## src/rtl/uart_tx_fifo_if.sv

```systemverilog
// uart_tx_fifo_if: host-side write port of the UART transmitter.
// Latency: n/a (bundle of wires); tx_ready and fifo_count come straight from the FIFO count register.
// Backpressure: the master must hold off (or accept the drop) while tx_ready is low.
// Signals: din (word), tx_cmd (write strobe), tx_ready (FIFO not full), fifo_count (words queued).
interface uart_tx_fifo_if #(
  parameter int DATA_BITS = 8,
  parameter int CNT_W     = 3
);
  logic [DATA_BITS-1:0] din;
  logic                 tx_cmd;
  logic                 tx_ready;
  logic [CNT_W-1:0]     fifo_count;

  // Command/control logic side: drives words, watches space.
  modport master (
    output din,
    output tx_cmd,
    input  tx_ready,
    input  fifo_count
  );

  // Transmitter side.
  modport slave (
    input  din,
    input  tx_cmd,
    output tx_ready,
    output fifo_count
  );
endinterface

```

## src/rtl/uart_tx_fifo.sv

```systemverilog
// uart_tx_fifo: UART serial transmitter with internal baud divider and small TX FIFO.
// Latency: a word accepted at edge N into an idle, empty block drives the start bit after edge N+1.
// Backpressure: bus.tx_ready falls when the FIFO is full; tx_cmd is then ignored and the word dropped.
// Ports: sys_clk; reset (synchronous, active-high); bus (slave: din, tx_cmd, tx_ready, fifo_count);
//        txd (registered serial line, idles high); tx_busy (high whenever a frame is on the line).
// Optional: define UART_TX_PARITY_EN to add a parity bit after the data (PARITY_ODD selects odd).

// uart_tx_fifo_buf: generic synchronous FIFO used as the TX queue.
// Latency: written word is visible on rd_dat/rd_vld the cycle after the push.
// Backpressure: wr_rdy = not full (registered count only, a same-cycle pop does not free a slot).
module uart_tx_fifo_buf #(
  parameter int WIDTH = 8,
  parameter int DEPTH = 4,
  parameter int CNT_W = 3
) (
  input  logic             clk,
  input  logic             rst,
  input  logic             wr_vld,
  output logic             wr_rdy,
  input  logic [WIDTH-1:0] wr_dat,
  output logic             rd_vld,
  input  logic             rd_rdy,
  output logic [WIDTH-1:0] rd_dat,
  output logic [CNT_W-1:0] count
);
  localparam int               PTR_W = $clog2(DEPTH);
  localparam logic [CNT_W-1:0] FULL  = CNT_W'(DEPTH);

  logic [WIDTH-1:0] mem_q [DEPTH];
  logic [WIDTH-1:0] mem_d [DEPTH];
  logic [PTR_W-1:0] wr_ptr_q, wr_ptr_d;
  logic [PTR_W-1:0] rd_ptr_q, rd_ptr_d;
  logic [CNT_W-1:0] count_q, count_d;
  logic             push;
  logic             pop;

  assign wr_rdy = (count_q != FULL);
  assign rd_vld = (count_q != '0);
  assign rd_dat = mem_q[rd_ptr_q];
  assign count  = count_q;
  assign push   = wr_vld && wr_rdy;
  assign pop    = rd_vld && rd_rdy;

  always_comb begin
    mem_d    = mem_q;
    wr_ptr_d = wr_ptr_q;
    rd_ptr_d = rd_ptr_q;
    count_d  = count_q;
    if (push) begin
      mem_d[wr_ptr_q] = wr_dat;
      wr_ptr_d        = wr_ptr_q + 1'b1;
    end
    if (pop) begin
      rd_ptr_d = rd_ptr_q + 1'b1;
    end
    // Push and pop together leave the count unchanged.
    case ({push, pop})
      2'b10:   count_d = count_q + 1'b1;
      2'b01:   count_d = count_q - 1'b1;
      default: count_d = count_q;
    endcase
  end

  // Pointers wrap naturally because DEPTH is a power of two.
  always_ff @(posedge clk) begin
    if (rst) begin
      wr_ptr_q <= '0;
      rd_ptr_q <= '0;
      count_q  <= '0;
    end else begin
      wr_ptr_q <= wr_ptr_d;
      rd_ptr_q <= rd_ptr_d;
      count_q  <= count_d;
    end
  end

  // Storage needs no reset: entries are only read once the count says they were written.
  always_ff @(posedge clk) begin
    mem_q <= mem_d;
  end
endmodule

module uart_tx_fifo #(
  parameter int DATA_BITS  = 8,
  parameter int CLK_DIV    = 434,
  parameter int STOP_BITS  = 1,
  parameter int FIFO_DEPTH = 4,
  parameter int CNT_W      = 3
`ifdef UART_TX_PARITY_EN
  ,
  parameter int PARITY_ODD = 0
`endif
) (
  input  logic          sys_clk,
  input  logic          reset,
  uart_tx_fifo_if.slave bus,
  output logic          txd,
  output logic          tx_busy
);
  localparam int                BAUD_W    = $clog2(CLK_DIV);
  localparam int                BIT_W     = $clog2(DATA_BITS);
  localparam logic [BAUD_W-1:0] BAUD_LAST = BAUD_W'(CLK_DIV - 1);
  localparam logic [BIT_W-1:0]  DATA_LAST = BIT_W'(DATA_BITS - 1);
  localparam logic [BIT_W-1:0]  STOP_LAST = BIT_W'(STOP_BITS - 1);
`ifdef UART_TX_PARITY_EN
  localparam logic              PAR_INV   = (PARITY_ODD != 0);
`endif

  typedef enum logic [2:0] {
    ST_IDLE,
    ST_START,
    ST_DATA,
`ifdef UART_TX_PARITY_EN
    ST_PARITY,
`endif
    ST_STOP
  } state_t;

  state_t                 state_q, state_d;
  logic [BAUD_W-1:0]      baud_q, baud_d;
  logic [BIT_W-1:0]       bit_q, bit_d;
  logic [DATA_BITS-1:0]   shift_q, shift_d;
  logic                   txd_q, txd_d;
`ifdef UART_TX_PARITY_EN
  logic                   parity_q, parity_d;
`endif

  logic                   fifo_vld;
  logic                   fifo_pop;
  logic [DATA_BITS-1:0]   fifo_dat;
  logic                   baud_last;
  logic                   load;

  uart_tx_fifo_buf #(
    .WIDTH (DATA_BITS),
    .DEPTH (FIFO_DEPTH),
    .CNT_W (CNT_W)
  ) u_fifo (
    .clk    (sys_clk),
    .rst    (reset),
    .wr_vld (bus.tx_cmd),
    .wr_rdy (bus.tx_ready),
    .wr_dat (bus.din),
    .rd_vld (fifo_vld),
    .rd_rdy (fifo_pop),
    .rd_dat (fifo_dat),
    .count  (bus.fifo_count)
  );

  assign baud_last = (baud_q == BAUD_LAST);
  assign txd       = txd_q;
  assign tx_busy   = (state_q != ST_IDLE);

  always_comb begin
    state_d  = state_q;
    baud_d   = baud_q;
    bit_d    = bit_q;
    shift_d  = shift_q;
    txd_d    = txd_q;
`ifdef UART_TX_PARITY_EN
    parity_d = parity_q;
`endif
    fifo_pop = 1'b0;
    load     = 1'b0;

    // Every non-idle state advances the divider; bit boundaries reset it below.
    if (state_q != ST_IDLE) begin
      baud_d = baud_q + 1'b1;
    end

    case (state_q)
      ST_IDLE: begin
        txd_d  = 1'b1;
        baud_d = '0;
        bit_d  = '0;
        load   = fifo_vld;
      end

      ST_START: begin
        if (baud_last) begin
          baud_d  = '0;
          txd_d   = shift_q[0];
          shift_d = shift_q >> 1;
          state_d = ST_DATA;
        end
      end

      ST_DATA: begin
        if (baud_last) begin
          baud_d = '0;
          if (bit_q == DATA_LAST) begin
            bit_d   = '0;
`ifdef UART_TX_PARITY_EN
            txd_d   = parity_q;
            state_d = ST_PARITY;
`else
            txd_d   = 1'b1;
            state_d = ST_STOP;
`endif
          end else begin
            bit_d   = bit_q + 1'b1;
            txd_d   = shift_q[0];
            shift_d = shift_q >> 1;
          end
        end
      end

`ifdef UART_TX_PARITY_EN
      ST_PARITY: begin
        if (baud_last) begin
          baud_d  = '0;
          txd_d   = 1'b1;
          state_d = ST_STOP;
        end
      end
`endif

      ST_STOP: begin
        if (baud_last) begin
          baud_d = '0;
          if (bit_q == STOP_LAST) begin
            bit_d = '0;
            // A queued word starts on the very next cycle: no idle gap between frames.
            if (fifo_vld) begin
              load = 1'b1;
            end else begin
              txd_d   = 1'b1;
              state_d = ST_IDLE;
            end
          end else begin
            bit_d = bit_q + 1'b1;
          end
        end
      end

      default: begin
        txd_d   = 1'b1;
        state_d = ST_IDLE;
      end
    endcase

    // Frame start: pop the head, latch it (and its parity) so later din changes cannot
    // reach the frame, drive the start bit and restart the divider for exact bit timing.
    if (load) begin
      fifo_pop = 1'b1;
      shift_d  = fifo_dat;
`ifdef UART_TX_PARITY_EN
      parity_d = (^fifo_dat) ^ PAR_INV;
`endif
      txd_d    = 1'b0;
      baud_d   = '0;
      bit_d    = '0;
      state_d  = ST_START;
    end
  end

  always_ff @(posedge sys_clk) begin
    if (reset) begin
      state_q  <= ST_IDLE;
      baud_q   <= '0;
      bit_q    <= '0;
      shift_q  <= '0;
      txd_q    <= 1'b1;
`ifdef UART_TX_PARITY_EN
      parity_q <= 1'b0;
`endif
    end else begin
      state_q  <= state_d;
      baud_q   <= baud_d;
      bit_q    <= bit_d;
      shift_q  <= shift_d;
      txd_q    <= txd_d;
`ifdef UART_TX_PARITY_EN
      parity_q <= parity_d;
`endif
    end
  end
endmodule

```

## src/flat_wrapper.sv

```systemverilog
// flat-port wrapper written by rule: the top's interface ports become plain ports
module uart_tx_fifo_flat 
#(
  parameter int DATA_BITS  = 8,
  parameter int CLK_DIV    = 434,
  parameter int STOP_BITS  = 1,
  parameter int FIFO_DEPTH = 4,
  parameter int CNT_W      = 3

)
  (sys_clk, reset, txd, tx_busy, bus_din, bus_tx_cmd, bus_tx_ready, bus_fifo_count);
  uart_tx_fifo_if #(.DATA_BITS(DATA_BITS), .CNT_W(CNT_W)) bus_i ();
  input  logic sys_clk;
  input  logic reset;
  output logic txd;
  output logic tx_busy;
  input wire logic [$bits(bus_i.din)-1:0] bus_din;
  input wire logic [$bits(bus_i.tx_cmd)-1:0] bus_tx_cmd;
  output wire logic [$bits(bus_i.tx_ready)-1:0] bus_tx_ready;
  output wire logic [$bits(bus_i.fifo_count)-1:0] bus_fifo_count;
  assign bus_i.din = bus_din;
  assign bus_i.tx_cmd = bus_tx_cmd;
  assign bus_tx_ready = bus_i.tx_ready;
  assign bus_fifo_count = bus_i.fifo_count;
  uart_tx_fifo #(.DATA_BITS(DATA_BITS), .CLK_DIV(CLK_DIV), .STOP_BITS(STOP_BITS), .FIFO_DEPTH(FIFO_DEPTH), .CNT_W(CNT_W)) u_core (.sys_clk(sys_clk), .reset(reset), .bus(bus_i), .txd(txd), .tx_busy(tx_busy));
endmodule
```

## config.mk

```make
export PLATFORM = sky130hd
export DESIGN_NAME = uart_tx_fifo_flat
export DESIGN_NICKNAME = d
export VERILOG_FILES = /design/src/rtl/uart_tx_fifo_if.sv /design/src/rtl/uart_tx_fifo.sv /design/src/flat_wrapper.sv
export SDC_FILE = /design/constraint.sdc
export NUM_CORES = 1
export LEC_CHECK = 0
export BUFFER_PORTS_ARGS = -buffer_cell sky130_fd_sc_hd__buf_2
export CAP_MARGIN = 30
export CORE_ASPECT_RATIO = 0.8
export CORE_MARGIN = 4
export CORE_UTILIZATION = 60
export DETAILED_ROUTE_END_ITERATION = 12
export GPL_TIMING_DRIVEN = 1
export PLACE_DENSITY_LB_ADDON = 0.3
export SETUP_SLACK_MARGIN = 0.05
export SLEW_MARGIN = 30
export SYNTH_ARGS = -nofsm -noshare
export SYNTH_HDL_FRONTEND = slang
export SYNTH_SLANG_ARGS = --single-unit
```

## constraint.sdc

```tcl
create_clock -name sys_clk -period 3.4 [get_ports sys_clk]
set_clock_uncertainty 0.2 [all_clocks]
set_input_delay 0.68 -clock sys_clk [delete_from_list [all_inputs] [get_ports sys_clk]]
set_output_delay 0.68 -clock sys_clk [all_outputs]
set_load 0.1 [all_outputs]
```

==> impl_metrics.py, run 1 <==
metrics = {
    "synthesis": {
        "yosys-top-cells-count": "edfxtp_1 (32), dfxtp_1 (30), nor2_1 (27)",
        "synthFlopType": "edfxtp_1",
        "synth_most_common_cell": "edfxtp_1",
        "seq_area_frac_synth_pct": 53.4,
        "avgSynthCellArea_um2": 12.5,
        "synthArstFlopShare_pct": 0,
        "synth_warnings": 0,
        "syn_nets": 263,
        "syn_area_um2": 2920,
        "yosysUniqueCellTypes": 47,
        "synth_cells": 234,
        "synth-edff-count": 32,
        "yosysTopAreaCellShare_pct": 32.9,
        "yosysTopAreaCell": "edfxtp_1",
        "synthTopCellsByArea": "edfxtp_1 (33%), dfxtp_1 (21%), ha_1 (7.3%)",
        "synth_seq_cells": 62,
    },
    "routing": {
        "dr.pass1.iters": 4,
        "drtIter0Drc": 167,
        "avgRoutedWirePerCell_um": 16.5,
        "vias": 1818,
        "drc": 0,
        "ant_nets": 0,
        "routed_wl_um": 5250,
        "via_per_inst": 5.70,
    },
    "clocking": {
        "clockRootBuffer": "clkbuf_8",
        "numCtsBuffers": 9,
        "ctsHtreeMaxLevel": 3,
        "cts_tree": "built",
        "holdBufCountCts": 0,
        "clk_pin_slew_ns": 0.07,
        "cts_sinks": 62,
        "cts_buffer_depth": 2,
        "post-cts-setup-buffer-count": 0,
        "cts_resized": 0,
        "clkLatencyLatePin_ns": 0.34,
    },
    "worst_setup_path": {
        "cp_slowest_cell": "dfxtp_1",
        "path_max_fanout": 7,
        "slowest_delay_ns": 0.43,
        "cp.required_ns": 3.46,
        "cp_cell_sequence": "inv_1, ha_1, nand4bb_1, nor4_4, or2_1, ha_1, inv_1, fa_1, xor2_1, or3_1, a21oi_1",
        "start_kind": "flip-flop",
        "worstSetupPathType": "flip-flop to flip-flop",
        "arrival_ns": 3.22,
        "critPathCaptureType": "flip-flop",
    },
    "timing": {
        "hold_ws_ns": 0.301,
        "fmax_mhz": 317,
        "tns_ns": 0,
        "drv_slew": 0,
        "relSlewSlack_pct": 50.6,
        "rsz0062_at_grt": "false",
        "setup_viol_count_final": 0,
        "tightestPinTransition_ns": 0.734,
        "fin_crit_ns": 3.15,
        "period_share_pct": 92.7,
        "final-hold-violation-count": 0,
        "layout_setup_ws_ns": 0.247,
    },
    "power": {
        "internal_power_w": 0.00161,
        "p_sw_share_pct": 38.9,
        "p_leak_nw": 1.20,
        "peakVddDrop_v": 0.000596,
        "p_comb_share_pct": 38.4,
        "p_clk_share_pct": 23.3,
        "p_seq_share_pct": 38.3,
        "p_switching_w": 0.00102,
        "p_per_area_nw_per_um2": 811,
    },
    "floorplan": {
        "io_pins": 17,
        "die_w_um": 86.0,
        "core_area_um2": 4650,
        "initial_core_util_pct": 62.8,
        "die-area_um2": 6060,
        "die_h_um": 70.4,
        "row_count": 22,
    },
    "final_layout": {
        "nets": 283,
        "insertedDiodeCount": 0,
        "drive_above_1_share_pct": 20.1,
        "final_util_pct": 69.7,
        "area_growth_pct": 10.9,
        "final_cells": 319,
    },
    "place": {
        "portBuffers": 16,
        "dp.final_hpwl_um": 3780,
        "dp.cells": 303,
        "pre_cts_ws_ns": 0.279,
        "place.gp.congestion": 0.875,
    },
    "global_routing": {
        "grt_pass1_vias": 1812,
        "grt_start_max_net_pins": 21,
        "overflow": 0,
        "antenna_found_initial": 0,
        "grt_usage_pct": 20.2,
        "grt_pass1_wl_um": 9110,
    },
    "worst_hold_path": {
        "hp-class": "flip-flop to flip-flop",
    },
    "run": {
        "drv_cap": 0,
    },
    "run_status": {
        "status": "complete, no violations",
    },
}
power groups by stage:
| stage | clock network (W) | logic (W) | registers (W) |
|---|---|---|---|
| 4_1_cts | 0.000620 | 0.00102 | 0.00101 |
| 6_report | 0.000612 | 0.00101 | 0.00101 |
| 2_1_floorplan | 0 | 0.000791 | 0.00109 |
| 5_1_grt | 0.000669 | 0.00110 | 0.00103 |
| 3_5_place_dp | 0 | 0.00101 | 0.00103 |
| 3_3_place_gp | 0 | 0.000985 | 0.00102 |
per-stage QoR:
stage / instance area, um^2 / total power (W)
finish: 3240 / 0.00263
global route: 3240 / 0.00280
CTS: 3240 / 0.00265
detailed placement: 3050 / 0.00204
global placement: 3050 / 0.00200
floorplan: 2950 / 0.00188
path summary, 6_finish.rpt:
check | start | endpoint | slack [ns] | cells past startpoint
max reg2reg | u_core.state_q[1] | u_core.u_fifo.count[2] | 0.25 | 11
min reg2reg | u_core.shift_q[7] | u_core.shift_q[7] | 0.30 | 2
max | u_core.state_q[1] | u_core.u_fifo.count[2] | 0.25 | 11
min | u_core.shift_q[7] | u_core.shift_q[7] | 0.30 | 2
cell usage in the layout, fill, tap and decap left out, drive strengths merged, types with 7 or more instances in the layout:
| cell type | count |
|---|---|
| a21oi | 7 |
| clkbuf | 9 |
| xor2 | 7 |
| nand2 | 7 |
| buf | 17 |
| dfxtp | 30 |
| nor2 | 27 |
| mux2i | 11 |
| mux4 | 8 |
| inv | 13 |
| a211oi | 7 |
| edfxtp | 32 |
| ha | 17 |
registers in the layout (all words and copies together) (netlist names):
| register | count |
|---|---|
| u_core.txd | 1 |
| u_core.baud_q | 9 |
| u_core.u_fifo.mem_q | 32 |
| u_core.bit_q | 3 |
| u_core.shift_q | 8 |
| u_core.u_fifo.wr_ptr_q | 2 |
| u_core.state_q | 2 |
| u_core.u_fifo.count | 3 |
| u_core.u_fifo.rd_ptr_q | 2 |
logic make-up (layout without fill, tap and decap cells):
family | count (synthesis) | in the layout | synth area share (%)
AO/OA/AOI/OAI | 32 | 32 | 7.45
XOR/XNOR | 12 | 12 | 3.60
adder cells (fa/ha/maj) | 18 | 18 | 7.96
buffers and inverters | 22 | 47 | 3.72
flip-flops | 62 | 62 | 53.4
multiplexers | 19 | 19 | 9.93
AND/OR/NAND/NOR | 69 | 69 | 13.9
layout make-up:
| type | instances | area (um^2) |
|---|---|---|
| flip-flops and latches | 62 | 1560 |
| fillers | 333 | 1410 |
| multi-input cells | 150 | 1270 |
| clock buffers | 9 | 124 |
| repair buffers | 17 | 87.6 |
| well taps | 60 | 75.1 |
| clock inverters | 7 | 65.1 |
| inverters | 14 | 56.3 |
worst max-delay path: cells and delay by family (launching register included):
| family | cells | cell delay (ns) |
|---|---|---|
| DFF | 1 | 0.43 |
| adders and majority gates | 3 | 0.96 |
| buffers and inverters | 2 | 0.20 |
| and+or+nand+nor | 4 | 0.99 |
| xor gates and xnor gates | 1 | 0.16 |
| AOI/OAI and AO/OA | 1 | 0.14 |
per-layer routing:
metal	wire, um	GRT usage, %	part of all wire (%)
met4	44	6.33	0.84
met2	2470	29.4	47
met5	0	0	0
met1	2470	27.1	47
met3	266	8.73	5.1
Note: power is estimated with default switching activity, not from simulation.
==> run 2, diff against run 1 <==
Settings changed: BUFFER_PORTS_ARGS -buffer_cell sky130_fd_sc_hd__buf_2 to default, DONT_BUFFER_PORTS from default to 1.
==> impl_metrics.py, run 2 (synthesized netlist as in run 1, its figures left out) <==
metrics = {
    "run_status": {
        "status": "complete, no violations",
    },
    "global_routing": {
        "grt_pass1_vias": 1841,
        "grt_pass1_wl_um": 8880,
        "grt_start_max_net_pins": 21,
        "overflow": 0,
        "grt_usage_pct": 19.1,
        "antenna_found_initial": 0,
    },
    "worst_setup_path": {
        "worstSetupStartpoint": "u_core.state_q[0]",
        "r2r-start": "u_core.state_q[0]",
        "reg2reg_to": "u_core.u_fifo.count[2]",
        "arrival_ns": 3.17,
        "cp.required_ns": 3.46,
        "worstSetupPathType": "flip-flop to flip-flop",
        "path_max_fanout": 6,
        "critPathCaptureType": "flip-flop",
        "start_kind": "flip-flop",
        "worstRegToRegCells": 11,
        "reg2reg_slack_ns": 0.29,
    },
    "clocking": {
        "clk_pin_slew_ns": 0.07,
        "cts_sinks": 62,
        "cts_buffer_depth": 2,
        "clockRootBuffer": "clkbuf_8",
        "ctsHtreeMaxLevel": 3,
        "cts_tree": "built",
        "numCtsBuffers": 9,
        "holdBufCountCts": 0,
        "clkLatencyLatePin_ns": 0.34,
    },
    "place": {
        "dp.final_hpwl_um": 3740,
        "dp.cells": 293,
        "pre_cts_ws_ns": 0.319,
        "portBuffers": 0,
        "place.gp.congestion": 0.878,
    },
    "floorplan": {
        "core_area_um2": 4650,
        "io_pins": 17,
        "die-area_um2": 6060,
        "row_count": 22,
        "initial_core_util_pct": 62.8,
        "die_w_um": 86.0,
        "die_h_um": 70.4,
    },
    "worst_hold_path": {
        "min_delay_path_depth": 1,
        "hp-class": "primary input to flip-flop",
        "worstHoldStart": "reset",
        "worstHoldEndpoint": "u_core.state_q[0]",
    },
    "final_layout": {
        "top_regs": "u_core.u_fifo.mem_q x32, u_core.baud_q x9, u_core.shift_q x8",
        "multi_input_area_um2": 1270,
        "nets": 273,
        "area_growth_pct": 10.9,
        "final_common_cell": "edfxtp_1",
        "final_cells": 309,
        "drive_above_1_share_pct": 17.7,
        "insertedDiodeCount": 0,
        "final_util_pct": 69.7,
        "final_cell_mix": "edfxtp_1 (32), nor2_1 (27), dfxtp_1 (27)",
        "fill_cells": 321,
        "regArea_um2": 1570,
        "largest_reg_flops": 32,
        "top_register": "u_core.u_fifo.mem_q",
    },
    "timing": {
        "relSlewSlack_pct": 33.2,
        "rsz0062_at_grt": "false",
        "setup_viol_count_final": 0,
        "layout_setup_ws_ns": 0.293,
        "period_share_pct": 91.4,
        "tightestPinTransition_ns": 1.00,
        "fmax_mhz": 322,
        "tns_ns": 0,
        "drv_slew": 0,
        "final-hold-violation-count": 0,
        "fin_crit_ns": 3.11,
    },
    "routing": {
        "vias": 1788,
        "drtIter0Drc": 112,
        "drc": 0,
        "ant_nets": 0,
        "via_per_inst": 5.79,
        "avgRoutedWirePerCell_um": 16.6,
        "routed_wl_um": 5120,
        "dr.pass1.iters": 4,
    },
    "power": {
        "power.total_w": 0.00272,
        "p_leak_nw": 1.18,
        "peakVddDrop_v": 0.000774,
        "p_per_area_nw_per_um2": 840,
    },
    "run": {
        "drv_cap": 0,
    },
}
-- run 2: cell types whose count changed in the layout (fill, tap and decap cells not counted), sizes merged --
cell	delta
buf	-10
bufinv	+1
clkinv	-1
-- run 2: what timing repair did --
item                                    CTS  global route
buffers inserted                          0             0
endpoints found under the setup margin    0             1
resized for setup                         0             1
-- run 2: how the worst max path moves through the flow --
stage | to | cells after the start | slack [ns]
after floorplan | u_core.u_fifo.count[2] | 14 | 0.05
after global placement | u_core.u_fifo.count[2] | 11 | 0.45
after detailed placement | u_core.u_fifo.count[2] | 11 | 0.32
after CTS | u_core.u_fifo.count[2] | 11 | 0.27
after global routing | u_core.u_fifo.count[2] | 11 | 0.07
final | u_core.u_fifo.count[2] | 11 | 0.29
-- run 2: per-stage QoR --
step	instance area (um^2)	hold WS (ns)
final	3240	0.207
after global routing	3240	0.187
after CTS	3240	0.194
after detailed placement	3020	0.257
after global placement	3020	0.254
after floorplan	2950	0.249
-- run 2: worst max-delay path, cell delays in order, from the launching register on --
cell,delay (ns)
dfxtp_1,0.42
inv_2,0.11
ha_1,0.40
nand4bb_1,0.27
nor4_4,0.22
or2_1,0.18
ha_1,0.20
inv_1,0.07
fa_1,0.38
xor2_1,0.16
or3_1,0.30
a21oi_1,0.14
-- run 2: area by class of cell --
class | instances | area share, %
flip-flops and latches | 62 | 48.3
multi-input cells | 150 | 39.2
well taps | 60 | 2.32
clock inverters | 7 | 3.05
clock buffers | 9 | 3.82
repair buffers | 7 | 1.62
inverters | 14 | 1.74
-- run 2: metal layers --
metal / wire (um) / GRT usage (%) / up-vias
met4: 58 / 5.27 / 0
met1: 2430 / 26.7 / 862
met3: 269 / 6.96 / 10
li1: - / - / 871
met2: 2360 / 28.1 / 45
met5: 0 / 0 / -
-- run 2: report_power, final --
group | switching, W | leakage, nW | internal (W)
clock | 0.000286 | 0.109 | 0.000414
sequential | 0.000128 | 0.540 | 0.000902
combinational | 0.000610 | 0.531 | 0.000383
total | 0.00102 | 1.18 | 0.00170
==> run 3, diff against run 2 <==
--- a/constraint.sdc
+++ b/constraint.sdc
@@ -3,3 +3,3 @@
 set_input_delay 0.68 -clock sys_clk [delete_from_list [all_inputs] [get_ports sys_clk]]
 set_output_delay 0.68 -clock sys_clk [all_outputs]
-set_load 0.1 [all_outputs]
+set_load 0.05 [all_outputs]
==> impl_metrics.py, run 3 (synthesized netlist as in run 1, its figures left out) <==
metrics = {
    "run_status": {
        "status": "complete, no violations",
    },
    "routing": {
        "ant_nets": 0,
        "vias": 1743,
        "drc": 0,
        "routed_wl_um": 5040,
        "via_per_inst": 5.66,
        "drtIter0Drc": 116,
        "dr.pass1.iters": 4,
        "avgRoutedWirePerCell_um": 16.4,
    },
    "timing": {
        "setup_viol_count_final": 0,
        "period_share_pct": 91.2,
        "fmax_mhz": 323,
        "tightestPinTransition_ns": 0.685,
        "hold_ws_ns": 0.204,
        "rsz0062_at_grt": "false",
        "final-hold-violation-count": 0,
        "tns_ns": 0,
        "relSlewSlack_pct": 53.9,
        "fin_crit_ns": 3.10,
        "drv_slew": 0,
    },
    "final_layout": {
        "final_cell_mix": "edfxtp_1 (32), dfxtp_1 (30), nor2_1 (27)",
        "nets": 272,
        "final_cell_area_um2": 3200,
        "top_register": "u_core.u_fifo.mem_q",
        "multi_input_area_um2": 1250,
        "regArea_um2": 1560,
        "top_regs": "u_core.u_fifo.mem_q x32, u_core.baud_q x9, u_core.shift_q x8",
        "fill_cells": 327,
        "drive_above_1_share_pct": 14.1,
        "insertedDiodeCount": 0,
        "largest_reg_flops": 32,
        "area_growth_pct": 9.50,
        "final_common_cell": "edfxtp_1",
    },
    "place": {
        "dpl_cell_area_um2": 2990,
        "place.gp.congestion": 0.846,
        "dp.final_hpwl_um": 3530,
        "portBuffers": 0,
    },
    "worst_setup_path": {
        "arrival_ns": 3.18,
        "start_kind": "flip-flop",
        "reg2reg_to": "u_core.u_fifo.count[2]",
        "cp.required_ns": 3.48,
        "path_max_fanout": 6,
        "reg2reg_slack_ns": 0.30,
        "critPathCaptureType": "flip-flop",
        "worstSetupPathType": "flip-flop to flip-flop",
        "r2r-start": "u_core.state_q[0]",
        "worstRegToRegCells": 11,
    },
    "power": {
        "internal_power_w": 0.00168,
        "peakVddDrop_v": 0.000563,
        "p_switching_w": 0.000897,
        "p_per_area_nw_per_um2": 804,
        "p_comb_share_pct": 33.8,
        "power.total_w": 0.00257,
        "p_leak_nw": 1.18,
        "p_seq_share_pct": 39.3,
        "p_sw_share_pct": 34.8,
        "p_clk_share_pct": 26.9,
    },
    "global_routing": {
        "grt_pass1_vias": 1744,
        "antenna_found_initial": 0,
        "grt_start_max_net_pins": 21,
        "overflow": 0,
        "grt_pass1_wl_um": 8420,
        "grt_usage_pct": 18.5,
    },
    "clocking": {
        "cts_buffer_depth": 2,
        "clk_pin_slew_ns": 0.07,
        "clockRootBuffer": "clkbuf_8",
        "cts_sinks": 62,
        "cts_tree": "built",
        "numCtsBuffers": 9,
        "cts_resized": 0,
        "post-cts-setup-buffer-count": 0,
        "clkLatencyLatePin_ns": 0.34,
        "ctsHtreeMaxLevel": 3,
        "holdBufCountCts": 0,
    },
    "worst_hold_path": {
        "worstHoldStart": "reset",
        "min_delay_path_depth": 1,
        "worstHoldEndpoint": "u_core.state_q[0]",
        "hp-class": "primary input to flip-flop",
    },
    "floorplan": {
        "die_h_um": 70.4,
        "initial_core_util_pct": 62.8,
        "die-area_um2": 6060,
        "io_pins": 17,
        "core_area_um2": 4650,
        "die_w_um": 86.0,
        "row_count": 22,
    },
    "run": {
        "drv_cap": 0,
    },
}
## run 3: final cells by class
cell class              count  share of cell area, %
flip-flops and latches     62                   48.8
repair buffers              6                   1.41
well taps                  60                   2.35
inverters                  14                   1.64
clock inverters             6                   2.70
multi-input cells         150                   39.1
clock buffers              10                   3.99
## run 3: per-stage QoR
step	util, %	setup slack [ns]	cells
floorplan	-	0.208	234
global placement	64.2	0.472	292
detailed placement	64.2	0.344	292
CTS	68.8	0.324	308
global route	68.8	0.0620	308
finish	68.8	0.301	308
## run 3: worst max-delay path by stage
stage	start	to	slack, ns
5_1_grt	u_core.state_q[1]	u_core.u_fifo.count[2]	0.06
3_3_place_gp	u_core.state_q[0]	u_core.u_fifo.count[2]	0.47
6_report	u_core.state_q[0]	u_core.u_fifo.count[2]	0.30
4_1_cts	u_core.state_q[0]	u_core.u_fifo.count[2]	0.32
3_5_place_dp	u_core.state_q[0]	u_core.u_fifo.count[2]	0.34
2_1_floorplan	u_core.state_q[0]	u_core.u_fifo.count[2]	0.21
## run 3: power by group through the flow
| stage | Sequential (W) | Combinational [W] | Clock [W] |
|---|---|---|---|
| after detailed placement | 0.00103 | 0.000869 | 0 |
| after global routing | 0.00103 | 0.000961 | 0.000745 |
| after CTS | 0.00102 | 0.000874 | 0.000706 |
| final | 0.00101 | 0.000871 | 0.000692 |
| after global placement | 0.00103 | 0.000853 | 0 |
| after floorplan | 0.00102 | 0.000737 | 0 |
## run 3: metal layers
layer / wire (um) / vias to the layer above / track usage, % / part of all wire [%]
li1: - / 869 / - / -
met1: 2450 / 816 / 25.9 / 49
met2: 2230 / 50 / 25.5 / 44
met3: 297 / 8 / 7.90 / 5.9
met4: 67 / 0 / 6.50 / 1.3
met5: 0 / - / 0 / 0
## run 3: critical path: stages, from the launching register on
cell and delay, ns:
dfxtp_1 0.41, inv_1 0.15, ha_1 0.39, nand4bb_1 0.26, nor4_4 0.23, or2_1 0.17, ha_1 0.19, inv_1 0.06
fa_1 0.37, xor2_1 0.16, or3_1 0.31, a21oi_1 0.14
